**src/rtl/gpu_blitter.sv**
```systemverilog
// gpu_blitter: CHIP-8 / SCHIP display engine.
// Executes CLEAR (zero the whole framebuffer) and DRAW (XOR an 8-pixel-wide
// sprite into the framebuffer, with collision detect) against a framebuffer
// held in main memory at FB_OFFSET, row-major, MSB = leftmost pixel.
//
// Ports:
//   clk, rst                 clock, asynchronous active-high reset
//   gpu_cmd                  4'h1 CLEAR, 4'h2 DRAW, anything else ignored
//   gpu_draw_offset/x/y/length  DRAW operands (sprite base, position, rows)
//   gpu_cmd_submitted        command strobe, taken only while gpu_ready
//   gpu_ready                high while idle
//   gpu_collision            sticky: some DRAW pixel turned off by last DRAW
//   gpu_mem_read*            read request held until gpu_mem_read_ack
//   gpu_mem_write*           single-cycle write strobe, always accepted
module gpu_blitter #(
    parameter int FB_WIDTH  = 64,
    parameter int FB_HEIGHT = 32,
    parameter int FB_OFFSET = 'h100,
    parameter int ADDR_W    = 12,
    parameter bit WRAP      = 1'b1
) (
    input  logic              clk,
    input  logic              rst,
    input  logic [3:0]        gpu_cmd,
    input  logic [15:0]       gpu_draw_offset,
    input  logic [7:0]        gpu_draw_x,
    input  logic [7:0]        gpu_draw_y,
    input  logic [7:0]        gpu_draw_length,
    input  logic              gpu_cmd_submitted,
    output logic              gpu_ready,
    output logic              gpu_collision,
    output logic              gpu_mem_read,
    output logic [ADDR_W-1:0] gpu_mem_read_addr,
    input  logic [7:0]        gpu_mem_read_data,
    input  logic              gpu_mem_read_ack,
    output logic              gpu_mem_write,
    output logic [ADDR_W-1:0] gpu_mem_write_addr,
    output logic [7:0]        gpu_mem_write_data
);

    localparam int BPR      = FB_WIDTH / 8;
    localparam int FB_BYTES = BPR * FB_HEIGHT;
    localparam int IDX_W    = $clog2(FB_BYTES + 1);

    localparam logic [ADDR_W-1:0] FB_BASE   = ADDR_W'(FB_OFFSET);
    localparam logic [IDX_W-1:0]  IDX_LAST  = IDX_W'(FB_BYTES - 1);
    localparam logic [3:0]        CMD_CLEAR = 4'h1;
    localparam logic [3:0]        CMD_DRAW  = 4'h2;

    typedef enum logic [2:0] {
        S_IDLE, S_DECODE, S_CLEAR, S_ROW, S_FETCH, S_RD_FB, S_WR_FB
    } state_t;

    state_t state_q, state_d;

    logic [3:0]        cmd_q;
    logic [ADDR_W-1:0] off_q;
    logic [7:0]        x_q, y_q, len_q, r_q;
    logic [IDX_W-1:0]  idx_q;
    logic [7:0]        sprite_q, old_q;
    logic              part_q;          // 0 = left byte, 1 = right byte
    logic [ADDR_W-1:0] row_base_q;
    logic              coll_q;

    // Row geometry: y0 + r can reach 510, so the sum is kept 9 bits wide.
    logic [8:0]  y_sum, y_mod;
    logic        row_in;
    logic [31:0] row_off;
    assign y_sum   = {1'b0, y_q} + {1'b0, r_q};
    assign y_mod   = 9'(32'(y_sum) % FB_HEIGHT);
    assign row_in  = (32'(y_sum) < FB_HEIGHT);
    assign row_off = 32'(y_mod) * BPR;

    // Byte split of the sprite: shifting {s,0} right by sh puts the left
    // mask in the upper byte and the spill-over into the lower byte.
    logic [7:0]  bx, right_byte, cur_byte, cur_mask;
    logic [2:0]  sh;
    logic [15:0] wide;
    logic        right_at_edge, has_right;
    logic [ADDR_W-1:0] fb_addr;
    assign bx            = x_q >> 3;
    assign sh            = x_q[2:0];
    assign wide          = {sprite_q, 8'h00} >> sh;
    assign right_at_edge = (32'(bx) + 32'd1 == BPR);
    assign right_byte    = right_at_edge ? 8'd0 : bx + 8'd1;
    assign has_right     = (sh != 3'd0) && (WRAP || !right_at_edge);
    assign cur_byte      = part_q ? right_byte : bx;
    assign cur_mask      = part_q ? wide[7:0] : wide[15:8];
    assign fb_addr       = row_base_q + ADDR_W'(cur_byte);

    logic unused_ok;
    assign unused_ok = ^gpu_draw_offset[15:ADDR_W];

    assign gpu_ready     = (state_q == S_IDLE);
    assign gpu_collision = coll_q;

    always_comb begin
        state_d            = state_q;
        gpu_mem_read       = 1'b0;
        gpu_mem_read_addr  = '0;
        gpu_mem_write      = 1'b0;
        gpu_mem_write_addr = '0;
        gpu_mem_write_data = '0;
        case (state_q)
            S_IDLE: if (gpu_cmd_submitted) state_d = S_DECODE;
            S_DECODE: begin
                if (cmd_q == CMD_CLEAR)     state_d = S_CLEAR;
                else if (cmd_q == CMD_DRAW) state_d = S_ROW;
                else                        state_d = S_IDLE;
            end
            S_CLEAR: begin
                gpu_mem_write      = 1'b1;
                gpu_mem_write_addr = FB_BASE + ADDR_W'(idx_q);
                if (idx_q == IDX_LAST) state_d = S_IDLE;
            end
            S_ROW: begin
                // Clipped mode: once a row falls off the bottom, so do all later ones.
                if (r_q == len_q)          state_d = S_IDLE;
                else if (!row_in && !WRAP) state_d = S_IDLE;
                else                       state_d = S_FETCH;
            end
            S_FETCH: begin
                gpu_mem_read      = 1'b1;
                gpu_mem_read_addr = off_q + ADDR_W'(r_q);
                if (gpu_mem_read_ack) state_d = S_RD_FB;
            end
            S_RD_FB: begin
                gpu_mem_read      = 1'b1;
                gpu_mem_read_addr = fb_addr;
                if (gpu_mem_read_ack) state_d = S_WR_FB;
            end
            S_WR_FB: begin
                gpu_mem_write      = 1'b1;
                gpu_mem_write_addr = fb_addr;
                gpu_mem_write_data = old_q ^ cur_mask;
                if (!part_q && has_right) state_d = S_RD_FB;
                else                      state_d = S_ROW;
            end
            default: state_d = S_IDLE;
        endcase
    end

    always_ff @(posedge clk or posedge rst) begin
        if (rst) begin
            state_q <= S_IDLE;
            coll_q  <= 1'b0;
        end else begin
            state_q <= state_d;
            if (state_q == S_DECODE && cmd_q == CMD_DRAW)
                coll_q <= 1'b0;
            else if (state_q == S_WR_FB && (old_q & cur_mask) != 8'h00)
                coll_q <= 1'b1;
        end
    end

    // Datapath registers carry no reset; the state register gates their use.
    always_ff @(posedge clk) begin
        case (state_q)
            S_IDLE: begin
                if (gpu_cmd_submitted) begin
                    cmd_q <= gpu_cmd;
                    off_q <= gpu_draw_offset[ADDR_W-1:0];
                    x_q   <= 8'(32'(gpu_draw_x) % FB_WIDTH);
                    y_q   <= 8'(32'(gpu_draw_y) % FB_HEIGHT);
                    len_q <= gpu_draw_length;
                end
            end
            S_DECODE: begin
                idx_q <= '0;
                r_q   <= 8'd0;
            end
            S_CLEAR: idx_q <= idx_q + IDX_W'(1);
            S_ROW:   row_base_q <= FB_BASE + ADDR_W'(row_off);
            S_FETCH: begin
                if (gpu_mem_read_ack) begin
                    sprite_q <= gpu_mem_read_data;
                    part_q   <= 1'b0;
                end
            end
            S_RD_FB: if (gpu_mem_read_ack) old_q <= gpu_mem_read_data;
            S_WR_FB: begin
                if (!part_q && has_right) part_q <= 1'b1;
                else                      r_q    <= r_q + 8'd1;
            end
            default: ;
        endcase
    end

endmodule

```
**config.mk**
```make
export PLATFORM = sky130hd
export DESIGN_NAME = gpu_blitter
export DESIGN_NICKNAME = d
export VERILOG_FILES = /design/src/rtl/gpu_blitter.sv
export SDC_FILE = /design/constraint.sdc
export NUM_CORES = 1
export LEC_CHECK = 0
export ABC_AREA = 1
export CORE_ASPECT_RATIO = 1.4
export CORE_MARGIN = 1.5
export CORE_UTILIZATION = 52
export CTS_BUF_LIST = sky130_fd_sc_hd__clkbuf_16
export DETAILED_ROUTE_END_ITERATION = 7
export PLACE_DENSITY = 0.77
export SYNTH_ARGS = -nofsm -noshare
export SYNTH_HDL_FRONTEND = slang
export SYNTH_SLANG_ARGS = --single-unit
```
**constraint.sdc**
```tcl
create_clock -name clk -period 3.7 [get_ports clk]
set_input_delay 0.74 -clock clk [delete_from_list [all_inputs] [get_ports clk]]
set_output_delay 0.74 -clock clk [all_outputs]
set_load 0.01 [all_outputs]
```
==> impl_metrics.yaml, run 1 <==
timing:
  clock_skew_ns: 0.00962
  setup_viol: 0
  hold_violations: 0
  fin_crit_ns: 3.48
  grt_setup_unrepaired: "no"
  fin_setup_tns_ns: 0
  finalMaxSlewViolations: 0
  finalCritPeriodShare_pct: 94.2
  tightest_slew_ns: 0.768
  whs_ns: 0.573
  max_slew_margin_pct: 48.6
  fmax_mhz: 287
worst_hold_path:
  hold_path_depth: 1
  min_to: "row_base_q[3]$_DFFE_PP_"
  holdCritStartpoint: "y_q[0]$_DFFE_PP_"
  hold_path_class: "reg2reg"
clock_tree:
  clk_latency_ns: 0.35
  cts.sinks: 78
  cts-hold-fix-buffers: 0
  clock_path_buffers: 2
  cts_htree_levels: 3
  clkTransAtPathRegs_ns: 0.06
  cts_tree: "done"
  numCtsBuffers: 9
  cts_root_buffer: "clkbuf_16"
floorplanning:
  ioPinCount: 92
  die_area_sq_mm: 0.00932
  die_width_um: 82.0
  core_sq_mm: 0.00856
  rows: 40
  start_util_pct: 53.1
  die_h_um: 114
placement:
  dp_hpwl_um: 8280
  place_area_sq_mm: 0.00545
  gp_congestion: 0.956
  port_buffers: 80
logic_synthesis:
  ys_types: 41
  synth_edf_count: 74
  synth_flop_cell: "edfxtp_1"
  async_flop_share_pct: 5.13
  ys_warn_count: 0
  synth_cells: 493
  netlist_area_sq_mm: 0.00454
  synth-seq-area-share_pct: 51.1
  synth.avg_cell_area_sq_um: 9.22
  ys_seq_elements: 78
detailed_routing:
  antenna_left: 0
  dr.pass1.iters: 4
  drtIter0Drc: 218
  wl_per_cell_um: 15.5
  drt_wl_total_um: 10700
  via_per_inst: 5.34
  drc_errors: 0
  vias: 3696
finish:
  area_growth_pct: 27.8
  n_fill_cell: 679
  num_antenna_cells: 0
  register_area_sq_mm: 0.00232
  multi_input_area_sq_mm: 0.00190
  drive_above_1_share_pct: 8.18
  fin_area_sq_mm: 0.00581
  nNetsFinal: 666
  mostFrequentLayoutCell: "nand2_1"
  layout_common_cells: "111 x nand2_1, 80 x clkdlybuf4s50_1, 74 x edfxtp_1, 63 x inv_1, 50 x nor2_1"
global_route:
  grt_pass1_wl_um: 16900
  grt_start_max_net_pins: 26
  global_route.overflow_total: 0
  antenna_found_initial: 0
  grt_pass1_vias: 3637
  grt_usage_pct: 24.8
critical_path:
  reg2reg_depth: 5
  crit_family: "adder cells"
  critPathRequiredTime_ns: 2.96
  r2r-end: "r_q[3]$_SDFFCE_PN0P_"
  path_common_cell: "ha_1"
  cp_slowest_stage_delay_ns: 0.50
  crit_path_end_kind: "primary output"
  critical_path_class: "reg2out"
  path_max_fanout: 3
  r2r_start: "state_q[0]$_DFFE_PP0P_"
  ff2ff_setup_slack_ns: 1.59
  path_buf_inv: 2
  crit_path_cell_trace: "ha_1 -> nor3_2 -> ha_1 -> ha_1 -> nand3_1 -> nor2_1 -> inv_1 -> nand2_1 -> o21ai_1 -> clkdlybuf4s50_1"
  critPathSlowestCell: "clkdlybuf4s50_1"
  arrival_ns: 2.74
  critPathLaunchType: "flip-flop"
pwr:
  vdd_drop_max_mv: 0.371
  power_leakage_nw: 2.50
  powerDensity_mw_per_mm2: 337
  power_mw: 1.96
status:
  outcome: "complete, no violations"
job:
  cap_viol_max_count: 0
-- state kept, by name, summed over array words and instances, names as in the netlist --
register	flops
cmd_q	4
gpu_collision	1
idx_q	9
len_q	8
off_q	12
old_q	8
part_q	1
r_q	8
row_base_q	5
sprite_q	8
state_q	3
x_q	6
y_q	5
-- routing by layer --
metal	GRT usage, %	part of all wire, %	vias up
met3	6.48	5.0	31
met2	43.7	55	109
met1	27.1	37	1719
li1	-	-	1837
met5	0	0	-
met4	11.6	3.2	0
-- report_power, final --
group          leakage [nW]  total (mW)  switching (mW)  internal, mW
clock                 0.154       0.941           0.349         0.592
combinational          1.65      0.0540          0.0118        0.0423
sequential            0.697       0.961               0         0.961
-- cells by family (layout without fill, tap and decap cells) --
kind of cell    after synthesis  after routing  synth area share, %
other cells                   1              2               0.0825
flops                        78             78                 51.1
xor+xnor                     18             18                 3.47
fa+ha+maj                    28             28                 8.04
mux                           2              2                0.441
compound gates               64             64                 7.98
buf+inv                      81            174                 7.35
simple gates                221            221                 21.5
-- Yosys cell counts (all sizes together) (6+ instances only) --
cell	n	share of area, %
nand2	114	9.7
edfxtp	74	49
inv	73	6.4
nor2	55	5.2
nand3	29	3.3
o21ai	29	3.4
ha	26	7.2
a21oi	19	2.3
xnor2	14	2.7
o22ai	11	1.5
buf	8	0.99
nand4	8	1.1
nor3	6	0.77
-- how the worst max path moves through the flow --
stage / end / slack (ns) / cells after the start / start
final: gpu_mem_read_addr[7] / 0.22 / 10 / x_q[3]$_DFFE_PP_
after global routing: gpu_mem_read_addr[10] / 0.07 / 9 / r_q[0]$_SDFFCE_PN0P_
after CTS: gpu_mem_write_addr[7] / 0.16 / 10 / x_q[3]$_DFFE_PP_
after detailed placement: gpu_mem_write_addr[7] / 0.53 / 10 / x_q[3]$_DFFE_PP_
after global placement: gpu_mem_write_addr[7] / 0.56 / 10 / x_q[3]$_DFFE_PP_
after floorplan: cmd_q[0]$_DFFE_PP_ / 1.02 / 2 / gpu_cmd_submitted
-- stage by stage --
stage,setup slack (ns),cells,util [%]
after global routing,0.0699,692,67.9
after floorplan,1.02,494,-
final,0.216,692,67.9
after global placement,0.560,672,63.7
after detailed placement,0.529,672,63.7
after CTS,0.164,688,67.5
-- final cells by class --
cell class	instances	share of cell area, %
multi-input combinational	335	32.8
tap	105	2.26
inverter	73	4.98
sequential	78	40.0
clock buffer	9	3.88
timing repair buffer	85	14.4
clock inverter	7	1.68
-- what timing repair did --
item,4_1_cts,5_1_grt
setup endpoints to repair,0,5
setup buffers,0,4
resized for setup,0,1
(Power assumes the default switching activity.)
==> run 2, diff against run 1 <==
--- a/config.mk
+++ b/config.mk
@@ -6,12 +6,14 @@
 export NUM_CORES = 1
 export LEC_CHECK = 0
 export ABC_AREA = 1
+export CELL_PAD_IN_SITES_DETAIL_PLACEMENT = 0
+export CELL_PAD_IN_SITES_GLOBAL_PLACEMENT = 1
 export CORE_ASPECT_RATIO = 1.4
 export CORE_MARGIN = 1.5
-export CORE_UTILIZATION = 52
+export CORE_UTILIZATION = 39
 export CTS_BUF_LIST = sky130_fd_sc_hd__clkbuf_16
 export DETAILED_ROUTE_END_ITERATION = 7
-export PLACE_DENSITY = 0.77
+export PLACE_DENSITY = 0.76
 export SYNTH_ARGS = -nofsm -noshare
 export SYNTH_HDL_FRONTEND = slang
 export SYNTH_SLANG_ARGS = --single-unit
==> run 2 against run 1 <==
  * Clock power shrank 3.3%
  * Critical path depth stayed put
  * Total power shrank 1.6%
  * Largest cell class unchanged
==> impl_metrics.yaml, run 2 (same netlist as run 1, synthesis figures left out) <==
timing:
  whs_ns: 0.494
  fmax_mhz: 288
  clock_skew_ns: 0.0101
  max_slew_margin_pct: 43.5
  hold_violations: 0
  setup_viol: 0
  tightest_slew_ns: 0.844
  grt_setup_unrepaired: "no"
  finalCritPeriodShare_pct: 93.9
  fin_crit_ns: 3.47
  finalMaxSlewViolations: 0
  fin_setup_tns_ns: 0
global_route:
  global_route.overflow_total: 0
  grt_start_max_net_pins: 26
  grt_pass1_wl_um: 17600
  grt_pass1_vias: 3590
  grt_usage_pct: 19.2
  antenna_found_initial: 0
finish:
  largest_registers: "off_q (12), idx_q (9)"
  nNetsFinal: 665
  register_area_sq_mm: 0.00232
  fin_area_sq_mm: 0.00583
  area_growth_pct: 28.3
  utilization_pct: 51.4
  largest_reg_flops: 12
  multi_input_area_sq_mm: 0.00190
  n_fill_cell: 1078
  num_antenna_cells: 0
  layout_common_cells: "111 x nand2_1, 80 x clkdlybuf4s50_1, 74 x edfxtp_1, 63 x inv_1, 50 x nor2_1"
  regMostFlops: "off_q"
  mostFrequentLayoutCell: "nand2_1"
  drive_above_1_share_pct: 8.02
clock_tree:
  clk_latency_ns: 0.35
  cts_root_buffer: "clkbuf_16"
  cts-hold-fix-buffers: 0
  numCtsBuffers: 9
  clkTransAtPathRegs_ns: 0.06
  cts_tree: "done"
  clock_path_buffers: 2
  cts_htree_levels: 3
  cts.sinks: 78
detailed_routing:
  via_per_inst: 4.89
  wl_per_cell_um: 15.0
  vias: 3570
  drt_wl_total_um: 11000
  drc_errors: 0
  antenna_left: 0
  dr.pass1.iters: 4
  drtIter0Drc: 125
pwr:
  vdd_drop_max_mv: 0.218
  powerDensity_mw_per_mm2: 330
  power_leakage_nw: 2.49
placement:
  dp_hpwl_um: 8690
  place_area_sq_mm: 0.00551
  port_buffers: 80
  gp_congestion: 0.851
floorplanning:
  core_sq_mm: 0.0113
  ioPinCount: 92
  die_area_sq_mm: 0.0123
  start_util_pct: 40.1
  die_h_um: 131
  die_width_um: 94.2
  rows: 46
critical_path:
  critPathLaunchType: "flip-flop"
  crit_path_end_kind: "primary output"
  critical_path_class: "reg2out"
  path_max_fanout: 3
  arrival_ns: 2.73
  critPathRequiredTime_ns: 2.96
worst_hold_path:
  hold_path_class: "reg2reg"
status:
  outcome: "complete, no violations"
job:
  cap_viol_max_count: 0
## run 2: changes by cell type in the layout (fill, tap and decap cells not counted)
cell	change
clkinv_4	-2
inv_8	+1
buf_4	-1
bufinv_16	-1
inv_6	+2
## run 2: repair_timing
item | in CTS | in global routing
setup buffers | 0 | 2
gates resized for setup | 0 | 1
setup endpoints to repair | 0 | 5
## run 2: layout make-up
| cell class | count | area share [%] |
|---|---|---|
| Multi-Input combinational cell | 335 | 32.7 |
| Inverter | 73 | 4.96 |
| Clock inverter | 7 | 1.35 |
| Timing Repair Buffer | 84 | 14.2 |
| Sequential cell | 78 | 39.8 |
| Clock buffer | 9 | 3.86 |
| Tap cell | 144 | 3.09 |
## run 2: worst paths after layout
path,slack [ns],to,startpoint,cells after the start
max in group asynchronous,2.96,state_q[1]$_DFFE_PP0P_,rst,2
worst max register to register,1.66,gpu_collision$_DFFE_PP0P_,x_q[0]$_DFFE_PP_,11
worst min register to register,0.49,gpu_collision$_DFFE_PP0P_,gpu_collision$_DFFE_PP0P_,2
min in group asynchronous,0.59,gpu_collision$_DFFE_PP0P_,rst,2
worst min-delay path,0.49,gpu_collision$_DFFE_PP0P_,gpu_collision$_DFFE_PP0P_,2
worst max-delay path,0.23,gpu_mem_read_addr[7],x_q[3]$_DFFE_PP_,10
## run 2: power breakdown
part | leakage, nW | internal, mW | switching [mW] | total (mW)
Sequential | 0.697 | 0.961 | 0 | 0.961
Combinational | 1.65 | 0.0423 | 0.0118 | 0.0540
Clock | 0.146 | 0.532 | 0.378 | 0.910
## run 2: stage by stage
stage	power (mW)	setup WS, ns	std cells
after detailed placement	1.03	0.476	712
after floorplan	0.984	1.02	494
final	1.92	0.227	730
after global routing	1.99	0.0197	730
after global placement	1.03	0.496	712
after CTS	1.95	0.114	728
## run 2: worst max-delay path, stage by stage, from the launching register on
cell and delay (ns):
edfxtp_1 0.43, ha_1 0.25, nor3_2 0.21, ha_1 0.24, ha_1 0.20, nand3_1 0.10, nor2_1 0.16, inv_1 0.08
nand2_1 0.12, o21ai_1 0.10, clkdlybuf4s50_1 0.50
## run 2: per-layer routing
metal | vias to the layer above | GRT usage, % | part of all wire (%)
li1 | 1829 | - | -
met1 | 1650 | 22.2 | 41
met2 | 77 | 34.8 | 52
met3 | 14 | 3.24 | 3.4
met4 | 0 | 7.81 | 2.6
met5 | - | 0 | 0
==> run 3, diff against run 2 <==
--- a/config.mk
+++ b/config.mk
@@ -9,7 +9,6 @@
 export CELL_PAD_IN_SITES_DETAIL_PLACEMENT = 0
 export CELL_PAD_IN_SITES_GLOBAL_PLACEMENT = 1
 export CORE_ASPECT_RATIO = 1.4
-export CORE_MARGIN = 1.5
 export CORE_UTILIZATION = 39
 export CTS_BUF_LIST = sky130_fd_sc_hd__clkbuf_16
 export DETAILED_ROUTE_END_ITERATION = 7
==> run 3 against run 2 <==
  * Global-route usage is 0.085 points higher
  * Utilization is 0.055 points lower
  * Critical path depth is 1 lower
  * Register-to-register slack worse by 0.06 ns
  * Critical endpoint unchanged
  * Count of clock-buffer cells in the layout stayed put
  * Sequential share of layout area hardly changed
  * Die area is 1.8% lower
  * Cell count is 0.14% lower
  * Sequential cell count stayed put
  * Highest routed layer unchanged
  * Clock skew is 0.0053 ns lower
  * Total power is 0.34% lower
  * Hold slack better by 0.0053 ns
==> impl_metrics.yaml, run 3 (same netlist as run 1, synthesis figures left out) <==
timing:
  tightest_slew_ns: 0.874
  fin_crit_ns: 3.50
  fmax_mhz: 286
  fin_setup_tns_ns: 0
  clock_skew_ns: 0.00483
  grt_setup_unrepaired: "no"
  finalCritPeriodShare_pct: 94.6
  hold_violations: 0
  finalMaxSlewViolations: 0
  setup_viol: 0
  max_slew_margin_pct: 41.5
global_route:
  global_route.overflow_total: 0
  grt_pass1_vias: 3644
  grt_start_max_net_pins: 36
  grt_pass1_wl_um: 17400
  grt_usage_pct: 19.2
  antenna_found_initial: 0
finish:
  nNetsFinal: 664
  regMostFlops: "off_q"
  num_antenna_cells: 0
  n_fill_cell: 1078
  layout_common_cells: "111 x nand2_1, 80 x clkdlybuf4s50_1, 74 x edfxtp_1, 63 x inv_1, 50 x nor2_1"
  largest_registers: "off_q (12), idx_q (9)"
  drive_above_1_share_pct: 8.03
  area_growth_pct: 28.2
  mostFrequentLayoutCell: "nand2_1"
  largest_reg_flops: 12
clock_tree:
  clkTransAtPathRegs_ns: 0.06
  clk_latency_ns: 0.34
  cts_root_buffer: "clkbuf_16"
  cts_htree_levels: 3
  cts-hold-fix-buffers: 0
  numCtsBuffers: 9
  clock_path_buffers: 2
  cts_tree: "done"
  cts.sinks: 78
critical_path:
  path_common_cell: "ha_1"
  critPathRequiredTime_ns: 2.96
  crit_path_end_kind: "primary output"
  critical_path_class: "reg2out"
  critPathSlowestCell: "clkdlybuf4s50_1"
  arrival_ns: 2.76
  crit_path_cell_trace: "ha_1 -> nor3_2 -> ha_1 -> ha_1 -> nand3_1 -> nand2_1 -> nand2_1 -> o21ai_1 -> clkdlybuf4s50_1"
  critPathLaunchType: "flip-flop"
  cp_slowest_stage_delay_ns: 0.58
  path_max_fanout: 3
floorplanning:
  start_util_pct: 40.1
  ioPinCount: 92
  die_width_um: 93.2
  rows: 46
  die_area_sq_mm: 0.0121
  die_h_um: 130
  core_sq_mm: 0.0113
detailed_routing:
  drc_errors: 0
  dr.pass1.iters: 4
  vias: 3599
  drt_wl_total_um: 11000
  wl_per_cell_um: 15.0
  drtIter0Drc: 153
  via_per_inst: 4.94
  antenna_left: 0
status:
  outcome: "complete, no violations"
job:
  cap_viol_max_count: 0
pwr:
  power_mw: 1.92
  powerDensity_mw_per_mm2: 329
  vdd_drop_max_mv: 0.270
  power_leakage_nw: 2.49
placement:
  port_buffers: 80
  dp_hpwl_um: 8710
  gp_congestion: 0.842
worst_hold_path:
  hold_path_class: "reg2reg"
[run 3: cell types whose count changed in the layout (fill, tap and decap cells not counted)]
cell / change
buf_4: -1
clkinv_1: -1
clkinv_2: +1
[run 3: area by class of cell]
| cell class | instances | area, sq um | share of cell area, % |
|---|---|---|---|
| Clock buffer | 9 | 225 | 3.87 |
| Clock inverter | 7 | 80.1 | 1.37 |
| Sequential cell | 78 | 2320 | 39.9 |
| Timing Repair Buffer | 83 | 823 | 14.1 |
| Tap cell | 144 | 180 | 3.09 |
| Multi-Input combinational cell | 335 | 1900 | 32.7 |
| Inverter | 73 | 289 | 4.96 |
[run 3: routing by layer]
layer	GRT usage, %	routed length, um	vias to the layer above
li1	-	-	1835
met1	20.9	4370	1678
met2	36.2	5960	68
met3	4.08	342	18
met4	7.51	286	0
met5	0	0	-
[run 3: power by group]
group	switching, mW	internal, mW
registers	0	0.961
clock network	0.371	0.533
logic	0.0114	0.0422
total	0.382	1.54
[run 3: worst max-delay path: cells and delay by family (launching register included)]
family / cells / cell delay, ns
adder cells (fa/ha/maj): 3 / 0.68
flip-flops: 1 / 0.44
buffers and inverters: 1 / 0.58
AO/OA/AOI/OAI: 1 / 0.24
AND/OR/NAND/NOR: 4 / 0.48
[run 3: timing repair]
| action | in CTS | in global routing |
|---|---|---|
| gates resized for setup | 0 | 1 |
| setup endpoints to repair | 0 | 6 |
| buffers inserted | 0 | 2 |
[run 3: worst paths after layout]
kind | from | endpoint | slack, ns | cells past startpoint
min | gpu_collision$_DFFE_PP0P_ | gpu_collision$_DFFE_PP0P_ | 0.50 | 2
max | x_q[3]$_DFFE_PP_ | gpu_mem_read_addr[7] | 0.20 | 9
max reg2reg | state_q[0]$_DFFE_PP0P_ | r_q[5]$_SDFFCE_PN0P_ | 1.60 | 5
min reg2reg | gpu_collision$_DFFE_PP0P_ | gpu_collision$_DFFE_PP0P_ | 0.50 | 2
max in group asynchronous | rst | state_q[2]$_DFFE_PP0P_ | 2.94 | 2
min in group asynchronous | rst | state_q[0]$_DFFE_PP0P_ | 0.59 | 2
[run 3: metrics by stage]
stage          std cells  cell area, sq um  setup WS, ns  utilization (%)  hold slack [ns]
2_1_floorplan        494              4550          1.02                -            0.506
3_3_place_gp         711              5500         0.509             48.5            0.476
3_5_place_dp         711              5500         0.480             48.5            0.488
4_1_cts              727              5800         0.103             51.2            0.505
5_1_grt              729              5820        0.0526             51.4            0.537
6_report             729              5820         0.201             51.4            0.499
